--- src/rtl/ysyx_25040105_lsu_pkg.sv ---
// rtl/ysyx_25040105_lsu_pkg.sv - shared op encodings, FSM states and decode helpers for the LSU
// Purpose: op codes of the execute->LSU record, the 2-bit FSM state type,
//          and small decode helpers (load/store class, misalign, byte strobes).
// Ports:   none (package).
package ysyx_25040105_lsu_pkg;

   localparam logic [3:0] OP_NONE = 4'd0;
   localparam logic [3:0] OP_LB   = 4'd1;
   localparam logic [3:0] OP_LH   = 4'd2;
   localparam logic [3:0] OP_LW   = 4'd3;
   localparam logic [3:0] OP_LBU  = 4'd4;
   localparam logic [3:0] OP_LHU  = 4'd5;
   localparam logic [3:0] OP_SB   = 4'd6;
   localparam logic [3:0] OP_SH   = 4'd7;
   localparam logic [3:0] OP_SW   = 4'd8;

   typedef enum logic [1:0] {
      ST_IDLE = 2'd0,
      ST_REQ  = 2'd1,
      ST_RESP = 2'd2,
      ST_OUT  = 2'd3
   } state_e;

   function automatic logic is_load(input logic [3:0] op);
      return (op >= OP_LB) && (op <= OP_LHU);
   endfunction

   function automatic logic is_store(input logic [3:0] op);
      return (op >= OP_SB) && (op <= OP_SW);
   endfunction

   // Byte ops can never be misaligned; codes 9..15 behave as NONE.
   function automatic logic is_misaligned(input logic [3:0] op, input logic [1:0] off);
      case (op)
         OP_LH, OP_LHU, OP_SH: return off[0];
         OP_LW, OP_SW:         return off != 2'b00;
         default:              return 1'b0;
      endcase
   endfunction

   function automatic logic [3:0] gen_wstrb(input logic [3:0] op, input logic [1:0] off);
      case (op)
         OP_SB:   return 4'b0001 << off;
         OP_SH:   return 4'b0011 << off;
         OP_SW:   return 4'b1111;
         default: return 4'b0000;
      endcase
   endfunction

endpackage

--- src/rtl/ysyx_25040105_lsu_if.sv ---
// rtl/ysyx_25040105_lsu_if.sv - execute-input, memory-bus and writeback-output signal bundle
// Purpose: groups the three LSU handshakes.
// Modports: slave  - the LSU itself (accepts records, drives the bus request and the writeback record)
//           master - the surrounding pipeline/memory (drives records, bus ready/response, out_ready)
interface ysyx_25040105_lsu_if #(
   parameter int ADDR_W = 32,
   parameter int DATA_W = 32
);
   logic              in_valid;
   logic              in_ready;
   logic [3:0]        in_op;
   logic [ADDR_W-1:0] in_addr;
   logic [DATA_W-1:0] in_wdata;
   logic [DATA_W-1:0] in_alu_result;
   logic [4:0]        in_rd;
   logic [ADDR_W-1:0] in_pc;

   logic              mem_req_valid;
   logic              mem_req_ready;
   logic              mem_req_wen;
   logic [ADDR_W-1:0] mem_req_addr;
   logic [DATA_W-1:0] mem_req_wdata;
   logic [3:0]        mem_req_wstrb;
   logic              mem_resp_valid;
   logic [DATA_W-1:0] mem_resp_data;
   logic              mem_resp_err;

   logic              out_valid;
   logic              out_ready;
   logic [4:0]        out_rd;
   logic [DATA_W-1:0] out_data;
   logic [ADDR_W-1:0] out_pc;
   logic              out_misalign;
   logic              out_err;

   modport slave (
      input  in_valid, in_op, in_addr, in_wdata, in_alu_result, in_rd, in_pc,
      output in_ready,
      output mem_req_valid, mem_req_wen, mem_req_addr, mem_req_wdata, mem_req_wstrb,
      input  mem_req_ready, mem_resp_valid, mem_resp_data, mem_resp_err,
      output out_valid, out_rd, out_data, out_pc, out_misalign, out_err,
      input  out_ready
   );

   modport master (
      output in_valid, in_op, in_addr, in_wdata, in_alu_result, in_rd, in_pc,
      input  in_ready,
      input  mem_req_valid, mem_req_wen, mem_req_addr, mem_req_wdata, mem_req_wstrb,
      output mem_req_ready, mem_resp_valid, mem_resp_data, mem_resp_err,
      input  out_valid, out_rd, out_data, out_pc, out_misalign, out_err,
      output out_ready
   );
endinterface

--- src/rtl/ysyx_25040105_lsu_align.sv ---
// rtl/ysyx_25040105_lsu_align.sv - load lane extract/extend and store lane replication
// Purpose: purely combinational data steering between the 32-bit bus word and register values.
// Ports:   st_op_i/st_wdata_i -> st_wdata_o   store data replicated across byte lanes
//          ld_op_i/ld_off_i/ld_rdata_i -> ld_data_o   selected lane, sign- or zero-extended
module ysyx_25040105_lsu_align
   import ysyx_25040105_lsu_pkg::*;
(
   input  logic [3:0]  st_op_i,
   input  logic [31:0] st_wdata_i,
   output logic [31:0] st_wdata_o,
   input  logic [3:0]  ld_op_i,
   input  logic [1:0]  ld_off_i,
   input  logic [31:0] ld_rdata_i,
   output logic [31:0] ld_data_o
);
   logic [31:0] shifted;

   assign shifted = ld_rdata_i >> {ld_off_i, 3'b000};

   always_comb begin
      case (ld_op_i)
         OP_LB:   ld_data_o = {{24{shifted[7]}}, shifted[7:0]};
         OP_LH:   ld_data_o = {{16{shifted[15]}}, shifted[15:0]};
         OP_LBU:  ld_data_o = {24'b0, shifted[7:0]};
         OP_LHU:  ld_data_o = {16'b0, shifted[15:0]};
         default: ld_data_o = shifted;   // LW is aligned, so shifted is the raw word
      endcase
   end

   // Replication lets the memory pick the right lane purely from wstrb.
   always_comb begin
      case (st_op_i)
         OP_SB:   st_wdata_o = {4{st_wdata_i[7:0]}};
         OP_SH:   st_wdata_o = {2{st_wdata_i[15:0]}};
         default: st_wdata_o = st_wdata_i;
      endcase
   end
endmodule

--- src/rtl/ysyx_25040105_lsu.sv ---
// rtl/ysyx_25040105_lsu.sv - load/store unit between execute and writeback
// Purpose: accepts one execute record, performs at most one memory access and
//          emits one writeback record; IDLE -> REQ -> RESP -> OUT.
// Ports:   clk, rst_n (asynchronous, active-low)
//          bus (slave modport): in_* record input, mem_req_*/mem_resp_* bus, out_* writeback record
//          perf_load_cnt/perf_store_cnt/perf_stall_cnt only when YSYX_25040105_LSU_PERF_EN is defined
module ysyx_25040105_lsu
   import ysyx_25040105_lsu_pkg::*;
#(
   parameter int ADDR_W = 32,
   parameter int DATA_W = 32
) (
   input  logic clk,
   input  logic rst_n,
   ysyx_25040105_lsu_if.slave bus
`ifdef YSYX_25040105_LSU_PERF_EN
   ,
   output logic [31:0] perf_load_cnt,
   output logic [31:0] perf_store_cnt,
   output logic [31:0] perf_stall_cnt
`endif
);
   state_e            state_q, state_d;
   logic [3:0]        op_q, op_d;
   logic [ADDR_W-1:0] addr_q, addr_d;
   logic [ADDR_W-1:0] pc_q, pc_d;
   logic [4:0]        rd_q, rd_d;
   logic [DATA_W-1:0] req_wdata_q, req_wdata_d;
   logic [3:0]        req_wstrb_q, req_wstrb_d;
   logic [DATA_W-1:0] out_data_q, out_data_d;
   logic [4:0]        out_rd_q, out_rd_d;
   logic              out_misalign_q, out_misalign_d;
   logic              out_err_q, out_err_d;

   logic [DATA_W-1:0] st_wdata;
   logic [DATA_W-1:0] ld_data;

   ysyx_25040105_lsu_align u_align (
      .st_op_i    (bus.in_op),
      .st_wdata_i (bus.in_wdata),
      .st_wdata_o (st_wdata),
      .ld_op_i    (op_q),
      .ld_off_i   (addr_q[1:0]),
      .ld_rdata_i (bus.mem_resp_data),
      .ld_data_o  (ld_data)
   );

   always_ff @(posedge clk or negedge rst_n) begin
      if (!rst_n) begin
         state_q        <= ST_IDLE;
         op_q           <= '0;
         addr_q         <= '0;
         pc_q           <= '0;
         rd_q           <= '0;
         req_wdata_q    <= '0;
         req_wstrb_q    <= '0;
         out_data_q     <= '0;
         out_rd_q       <= '0;
         out_misalign_q <= 1'b0;
         out_err_q      <= 1'b0;
      end else begin
         state_q        <= state_d;
         op_q           <= op_d;
         addr_q         <= addr_d;
         pc_q           <= pc_d;
         rd_q           <= rd_d;
         req_wdata_q    <= req_wdata_d;
         req_wstrb_q    <= req_wstrb_d;
         out_data_q     <= out_data_d;
         out_rd_q       <= out_rd_d;
         out_misalign_q <= out_misalign_d;
         out_err_q      <= out_err_d;
      end
   end

   always_comb begin
      state_d        = state_q;
      op_d           = op_q;
      addr_d         = addr_q;
      pc_d           = pc_q;
      rd_d           = rd_q;
      req_wdata_d    = req_wdata_q;
      req_wstrb_d    = req_wstrb_q;
      out_data_d     = out_data_q;
      out_rd_d       = out_rd_q;
      out_misalign_d = out_misalign_q;
      out_err_d      = out_err_q;
      case (state_q)
         ST_IDLE: begin
            if (bus.in_valid) begin
               op_d           = bus.in_op;
               addr_d         = bus.in_addr;
               pc_d           = bus.in_pc;
               rd_d           = bus.in_rd;
               req_wdata_d    = st_wdata;
               req_wstrb_d    = gen_wstrb(bus.in_op, bus.in_addr[1:0]);
               out_misalign_d = 1'b0;
               out_err_d      = 1'b0;
               if (!is_load(bus.in_op) && !is_store(bus.in_op)) begin
                  out_data_d = bus.in_alu_result;
                  out_rd_d   = bus.in_rd;
                  state_d    = ST_OUT;
               end else if (is_misaligned(bus.in_op, bus.in_addr[1:0])) begin
                  out_misalign_d = 1'b1;
                  out_data_d     = '0;
                  out_rd_d       = '0;
                  state_d        = ST_OUT;
               end else begin
                  state_d = ST_REQ;
               end
            end
         end
         ST_REQ: begin
            if (bus.mem_req_ready) state_d = ST_RESP;
         end
         ST_RESP: begin
            if (bus.mem_resp_valid) begin
               state_d = ST_OUT;
               if (bus.mem_resp_err) begin
                  out_err_d  = 1'b1;
                  out_data_d = '0;
                  out_rd_d   = '0;
               end else if (is_store(op_q)) begin
                  out_data_d = '0;
                  out_rd_d   = '0;
               end else begin
                  out_data_d = ld_data;
                  out_rd_d   = rd_q;
               end
            end
         end
         ST_OUT: begin
            if (bus.out_ready) state_d = ST_IDLE;
         end
         default: state_d = ST_IDLE;
      endcase
   end

   assign bus.in_ready      = (state_q == ST_IDLE);
   assign bus.mem_req_valid = (state_q == ST_REQ);
   assign bus.mem_req_wen   = is_store(op_q);
   assign bus.mem_req_addr  = {addr_q[ADDR_W-1:2], 2'b00};
   assign bus.mem_req_wdata = req_wdata_q;
   assign bus.mem_req_wstrb = req_wstrb_q;
   assign bus.out_valid     = (state_q == ST_OUT);
   assign bus.out_rd        = out_rd_q;
   assign bus.out_data      = out_data_q;
   assign bus.out_pc        = pc_q;
   assign bus.out_misalign  = out_misalign_q;
   assign bus.out_err       = out_err_q;

`ifdef YSYX_25040105_LSU_PERF_EN
   logic [31:0] load_cnt_q, store_cnt_q, stall_cnt_q;

   // Only accesses that reach RESP without a bus error count as completed.
   always_ff @(posedge clk or negedge rst_n) begin
      if (!rst_n) begin
         load_cnt_q  <= '0;
         store_cnt_q <= '0;
         stall_cnt_q <= '0;
      end else begin
         if (state_q == ST_RESP && bus.mem_resp_valid && !bus.mem_resp_err) begin
            if (is_load(op_q)) load_cnt_q  <= load_cnt_q + 32'd1;
            else               store_cnt_q <= store_cnt_q + 32'd1;
         end
         if (state_q == ST_REQ || state_q == ST_RESP) stall_cnt_q <= stall_cnt_q + 32'd1;
      end
   end

   assign perf_load_cnt  = load_cnt_q;
   assign perf_store_cnt = store_cnt_q;
   assign perf_stall_cnt = stall_cnt_q;
`endif
endmodule

--- src/flat_wrapper.sv ---
// flat-port wrapper written by rule: the top's interface ports become plain ports
module ysyx_25040105_lsu_flat import ysyx_25040105_lsu_pkg::*;
#(
   parameter int ADDR_W = 32,
   parameter int DATA_W = 32
)
  (clk, rst_n, bus_in_valid, bus_in_op, bus_in_addr, bus_in_wdata, bus_in_alu_result, bus_in_rd, bus_in_pc, bus_in_ready, bus_mem_req_valid, bus_mem_req_wen, bus_mem_req_addr, bus_mem_req_wdata, bus_mem_req_wstrb, bus_mem_req_ready, bus_mem_resp_valid, bus_mem_resp_data, bus_mem_resp_err, bus_out_valid, bus_out_rd, bus_out_data, bus_out_pc, bus_out_misalign, bus_out_err, bus_out_ready);
  ysyx_25040105_lsu_if #(.ADDR_W(ADDR_W), .DATA_W(DATA_W)) bus_i ();
  input  logic clk;
  input  logic rst_n;
  input wire logic [$bits(bus_i.in_valid)-1:0] bus_in_valid;
  input wire logic [$bits(bus_i.in_op)-1:0] bus_in_op;
  input wire logic [$bits(bus_i.in_addr)-1:0] bus_in_addr;
  input wire logic [$bits(bus_i.in_wdata)-1:0] bus_in_wdata;
  input wire logic [$bits(bus_i.in_alu_result)-1:0] bus_in_alu_result;
  input wire logic [$bits(bus_i.in_rd)-1:0] bus_in_rd;
  input wire logic [$bits(bus_i.in_pc)-1:0] bus_in_pc;
  output wire logic [$bits(bus_i.in_ready)-1:0] bus_in_ready;
  output wire logic [$bits(bus_i.mem_req_valid)-1:0] bus_mem_req_valid;
  output wire logic [$bits(bus_i.mem_req_wen)-1:0] bus_mem_req_wen;
  output wire logic [$bits(bus_i.mem_req_addr)-1:0] bus_mem_req_addr;
  output wire logic [$bits(bus_i.mem_req_wdata)-1:0] bus_mem_req_wdata;
  output wire logic [$bits(bus_i.mem_req_wstrb)-1:0] bus_mem_req_wstrb;
  input wire logic [$bits(bus_i.mem_req_ready)-1:0] bus_mem_req_ready;
  input wire logic [$bits(bus_i.mem_resp_valid)-1:0] bus_mem_resp_valid;
  input wire logic [$bits(bus_i.mem_resp_data)-1:0] bus_mem_resp_data;
  input wire logic [$bits(bus_i.mem_resp_err)-1:0] bus_mem_resp_err;
  output wire logic [$bits(bus_i.out_valid)-1:0] bus_out_valid;
  output wire logic [$bits(bus_i.out_rd)-1:0] bus_out_rd;
  output wire logic [$bits(bus_i.out_data)-1:0] bus_out_data;
  output wire logic [$bits(bus_i.out_pc)-1:0] bus_out_pc;
  output wire logic [$bits(bus_i.out_misalign)-1:0] bus_out_misalign;
  output wire logic [$bits(bus_i.out_err)-1:0] bus_out_err;
  input wire logic [$bits(bus_i.out_ready)-1:0] bus_out_ready;
  assign bus_i.in_valid = bus_in_valid;
  assign bus_i.in_op = bus_in_op;
  assign bus_i.in_addr = bus_in_addr;
  assign bus_i.in_wdata = bus_in_wdata;
  assign bus_i.in_alu_result = bus_in_alu_result;
  assign bus_i.in_rd = bus_in_rd;
  assign bus_i.in_pc = bus_in_pc;
  assign bus_in_ready = bus_i.in_ready;
  assign bus_mem_req_valid = bus_i.mem_req_valid;
  assign bus_mem_req_wen = bus_i.mem_req_wen;
  assign bus_mem_req_addr = bus_i.mem_req_addr;
  assign bus_mem_req_wdata = bus_i.mem_req_wdata;
  assign bus_mem_req_wstrb = bus_i.mem_req_wstrb;
  assign bus_i.mem_req_ready = bus_mem_req_ready;
  assign bus_i.mem_resp_valid = bus_mem_resp_valid;
  assign bus_i.mem_resp_data = bus_mem_resp_data;
  assign bus_i.mem_resp_err = bus_mem_resp_err;
  assign bus_out_valid = bus_i.out_valid;
  assign bus_out_rd = bus_i.out_rd;
  assign bus_out_data = bus_i.out_data;
  assign bus_out_pc = bus_i.out_pc;
  assign bus_out_misalign = bus_i.out_misalign;
  assign bus_out_err = bus_i.out_err;
  assign bus_i.out_ready = bus_out_ready;
  ysyx_25040105_lsu #(.ADDR_W(ADDR_W), .DATA_W(DATA_W)) u_core (.clk(clk), .rst_n(rst_n), .bus(bus_i));
endmodule
--- config.mk ---
export PLATFORM = sky130hd
export DESIGN_NAME = ysyx_25040105_lsu_flat
export DESIGN_NICKNAME = d
export VERILOG_FILES = /design/src/rtl/ysyx_25040105_lsu_pkg.sv /design/src/rtl/ysyx_25040105_lsu_if.sv /design/src/rtl/ysyx_25040105_lsu_align.sv /design/src/rtl/ysyx_25040105_lsu.sv /design/src/flat_wrapper.sv
export SDC_FILE = /design/constraint.sdc
export NUM_CORES = 1
export LEC_CHECK = 0
export BUFFER_PORTS_ARGS = -buffer_cell sky130_fd_sc_hd__buf_4
export CAP_MARGIN = 20
export CORE_ASPECT_RATIO = 2
export CORE_MARGIN = 4
export CORE_UTILIZATION = 48
export DETAILED_ROUTE_END_ITERATION = 10
export PLACE_DENSITY_LB_ADDON = 0.25
export SKIP_LAST_GASP = 1
export SYNTH_ARGS = -nofsm -noshare
export SYNTH_HDL_FRONTEND = slang
export SYNTH_SLANG_ARGS = --single-unit
--- constraint.sdc ---
create_clock -name clk -period 3.2 [get_ports clk]
set_input_delay 0.16 -clock clk [delete_from_list [all_inputs] [get_ports clk]]
set_output_delay 0.16 -clock clk [all_outputs]
set_load 0.01 [all_outputs]
==> results <==
- Clock tree synthesis inserted a total of 17 buffers.
- In this run the remaining antenna-violating nets after routing total 0.
- Power spread over the standard cell area amounts to 914 nW/um^2.
- The run finished with clean final reports.
- The cell class contributing the biggest share of worst-path delay is buffers and inverters.
- The pin count of the biggest net entering global routing is 85.
- The aggregate global routing overflow is 0.
- Synthesis produced 788 cells.
- Of the cells placed in the final design, the portion with a size suffix greater than 1 is 0.331.
- The sum of routed wire length over all layers is 25.5 mm.
- The required time reported for the critical path endpoint is 3490 ps.
- Gates resized during post-CTS repair numbered 0.
- The clock sink total is 150.
- The critical path crosses 8 cells after its start point.
- The worst slack at placement is 838 ps.
- The initial utilization of the core area, before any placement, comes to 0.488.
- The number of enable flip-flop cells after synthesis is 0.
- For the worst-skew pair, the clock arrives at the later sink with an insertion delay of 420 ps.
- The timing-limited maximum frequency is 414 MHz.
- The number of nets in the finished design is 1311.
- The count of H-tree levels built during CTS is 4.
- The proportion of netlist area held by the largest area contributor is 0.503.
- The placeable core region is 15300 um^2.
- The fraction of the cycle the final worst path needs is 0.755.
- The total routing resource utilization after global routing is 0.290.
- The die covers 17700 um^2.
- The count of fill cells added during filler insertion is 1094.
- A synthesized cell averages 9.46 um^2.
- The startpoint identified for the worst hold timing path is bus_in_wdata[29].
- After synthesis, the cell types taking the most area are sky130_fd_sc_hd__dfrtp_1 50%, sky130_fd_sc_hd__nand2_1 15%, sky130_fd_sc_hd__mux2i_1 5.5%.
- The via count of the first global-routing pass was 7619.
- Traced cell by cell, the critical path runs through dlygate4sd3_1 > buf_4 > or3b_1 > a211o_1 > nand4_1 > o211a_1 > buf_4 > mux2_1.
- The longest individual stage delay on the worst path is 550 ps.
- The cell seen most often among critical-path stages is sky130_fd_sc_hd__buf_4.
- The area of the mapped netlist is 7460 um^2.
- The ratio of routed vias to standard cells is 5.30.
- The first routing iteration left 273 violations.
- The source of the critical timing path is bus_in_op[1].
- Ranked by instance count, the synthesized netlist is headed by 293 x sky130_fd_sc_hd__nand2_1, 150 x sky130_fd_sc_hd__dfrtp_1, 41 x sky130_fd_sc_hd__mux2i_1.
- TritonCTS built the clock tree.
- Yosys instantiated no cell more often than sky130_fd_sc_hd__nand2_1.
- The final worst clock skew is 11.3 ps.
- The worst-case clock buffer depth is 2.
- The library cell contributing the largest single delay on the critical path is sky130_fd_sc_hd__dlygate4sd3_1.
- The setup check on the worst reg-to-reg path leaves a slack of 810 ps.
- In this run the critical register-to-register path is launched from u_core.addr_q[1].
- The I/O pin count is 319.
- The number of distinct library cells after synthesis is 46.
- The largest vdd supply drop is 0.000546 V.
- For the final routed database, the setup TNS stands at 0 ps.
- The die extent in x is 96.1 um.
- The number of failing hold endpoints at the final stage is 0.
- After clock tree synthesis, the clock-pin slew on the worst setup and hold paths is 60 ps.
- The share of synthesized area occupied by flip-flops and latches is 0.503.
- In this run the core area contains 64 standard-cell rows.
- The tool flagged a number of max-cap violations equal to 0.
- The fraction of synthesis flops using an asynchronous set or reset pin is 1.00.
- The leakage power is 0.00582 uW.
- The wire length per cell after detailed routing is 19.0 um.
- Clock tree synthesis selected as its root buffer the cell sky130_fd_sc_hd__clkbuf_16.
- At the pin with the least slew margin, the transition time is 835 ps.
- The sum of net half-perimeters after detailed placement is 17.4 mm.
- The worst register-to-register path ends at u_core.bus.out_data[27].
- The number of buffers inserted by port buffering is 316.
- The worst path in the final design needs a cycle of 2410 ps, including I/O delays and setup.
- The floorplan step set the die height to 184 um.
- The maximum fanout along the worst path is 37.
- At the end of routability-driven placement, the weighted congestion stood at 0.868.
- The remaining design rule violation count is 0.
- The data arrival time of the worst path is 2700 ps.
- The Yosys warning count is 0.
- For the worst flop-to-flop path, the logic depth is 5.
- The first global-routing pass estimated 38.9 mm of wire.
- The worst setup path is of the input port to flip-flop kind.
- Setup violations remaining at the end of the flow were counted as 0.
- The layout overhead on the synthesized area is 49.5%.
- The headroom to the max-slew limit is 0.441.
- The number of setup buffers added after CTS is 0.
- Together, buffers and inverters on the worst path number 3.
- The capture point of the worst path is u_core.bus.out_rd[1].
- The number of pins with negative max-slew slack in the final report is 0.
- Once routing completed, OpenROAD measured the worst setup slack at 785 ps.
- For this block, the via count after detailed routing is 7101.
- The total power of the final layout is 10200 uW.
- The type of the worst min-delay path is input port to flip-flop.
- Before antenna repair, the detailed router went through 5 iterations.
- The number of antenna violations at the first check in global routing is 0.
- Setup repair after global routing left no endpoint under its margin.
- Synthesis inferred 150 register bits.
- sky130_fd_sc_hd__dfrtp_1 takes more of the synthesized area than any other cell.
- The startpoint type of the worst setup path is an input port.
- The flip-flop cell with the highest count after synthesis is sky130_fd_sc_hd__dfrtp_1.
- The diode insertion count for antenna repair is 0.
- STA classifies the critical path endpoint as a flip-flop.
[power breakdown]
part | internal (uW) | switching [uW] | leakage, uW
clock | 1340 | 770 | 0.000292
combinational | 2230 | 2580 | 0.00364
sequential | 2740 | 537 | 0.00189
[flip-flops by register name, indices dropped and copies added (netlist names)]
signal and flops:
u_core.state_q 2, u_core.rd_q 5, u_core.bus.out_data 32, u_core.bus.out_err 1, u_core.bus.mem_req_wdata 32, u_core.bus.out_misalign 1
u_core.addr_q 32, u_core.op_q 4, u_core.bus.out_pc 32, u_core.bus.mem_req_wstrb 4, u_core.bus.out_rd 5
[metrics by stage]
stage          hold slack, ps  area (um^2)  cells   util
6_report                 18.9        11200   1340  0.729
2_1_floorplan            -136         7460    789      -
4_1_cts                  1.33        11200   1340  0.729
5_1_grt                  9.89        11200   1340  0.729
3_5_place_dp              170         9730   1229  0.636
3_3_place_gp              171         9730   1229  0.636
[cells by family (layout without fill, tap and decap cells)]
group	after synthesis	in the layout	synth area share
AND/OR/NAND/NOR	337	337	0.181
flip-flops	150	150	0.503
AO/OA/AOI/OAI	122	122	0.118
buffers and inverters	92	445	0.0683
multiplexers	80	80	0.120
adder cells (fa/ha/maj)	4	4	0.00671
XOR/XNOR	2	2	0.00235
other	1	2	0.000503
[worst min-delay path by stage]
stage | endpoint | cells past startpoint | slack (ps)
final | u_core.bus.mem_req_wdata[29] | 3 | 20
after global routing | u_core.bus.mem_req_wdata[29] | 3 | 10
after CTS | u_core.bus.mem_req_wstrb[0] | 3 | 1
after detailed placement | u_core.bus.out_data[3] | 1 | 170
after global placement | u_core.bus.out_data[3] | 1 | 170
after floorplan | u_core.addr_q[0] | 0 | -140
[cell type report]
| class | count | area [um^2] | share of cell area |
|---|---|---|---|
| Sequential cell | 150 | 3750 | 0.337 |
| Timing Repair Buffer | 408 | 3290 | 0.295 |
| Multi-Input combinational cell | 547 | 3220 | 0.288 |
| Clock buffer | 22 | 464 | 0.0416 |
| Tap cell | 198 | 248 | 0.0222 |
| Clock inverter | 8 | 149 | 0.0134 |
| Inverter | 7 | 26.3 | 0.00236 |
[cells in the final DEF (no fill, tap or decap), drive strengths merged, types with 17 or more instances in the layout]
master,count
buf,327
nand2,293
dfrtp,150
dlygate4sd3,81
mux2i,41
o21ai,38
mux2,38
a32o,23
clkbuf,22
a21oi,21
nor2,17
[layer usage]
layer | vias to the layer above | routed length, um | GRT usage | share of wire
li1 | 3299 | - | - | -
met1 | 3338 | 8250 | 0.289 | 0.32
met2 | 351 | 13400 | 0.507 | 0.53
met3 | 113 | 1970 | 0.0784 | 0.077
met4 | 0 | 1830 | 0.200 | 0.072
met5 | - | 0 | 0 | 0
[worst reg2reg max path, delay by kind of cell, from the launching register on]
kind,cells,cell delay [ps]
muxes,2,810
and+or+nand+nor,1,290
AOI/OAI and AO/OA,2,810
DFF,1,370
[what timing repair did]
action,4_1_cts,5_1_grt
setup endpoints to repair,0,0
hold endpoints to repair,138,0
hold buffers,81,0
(Power assumes the default switching activity.)
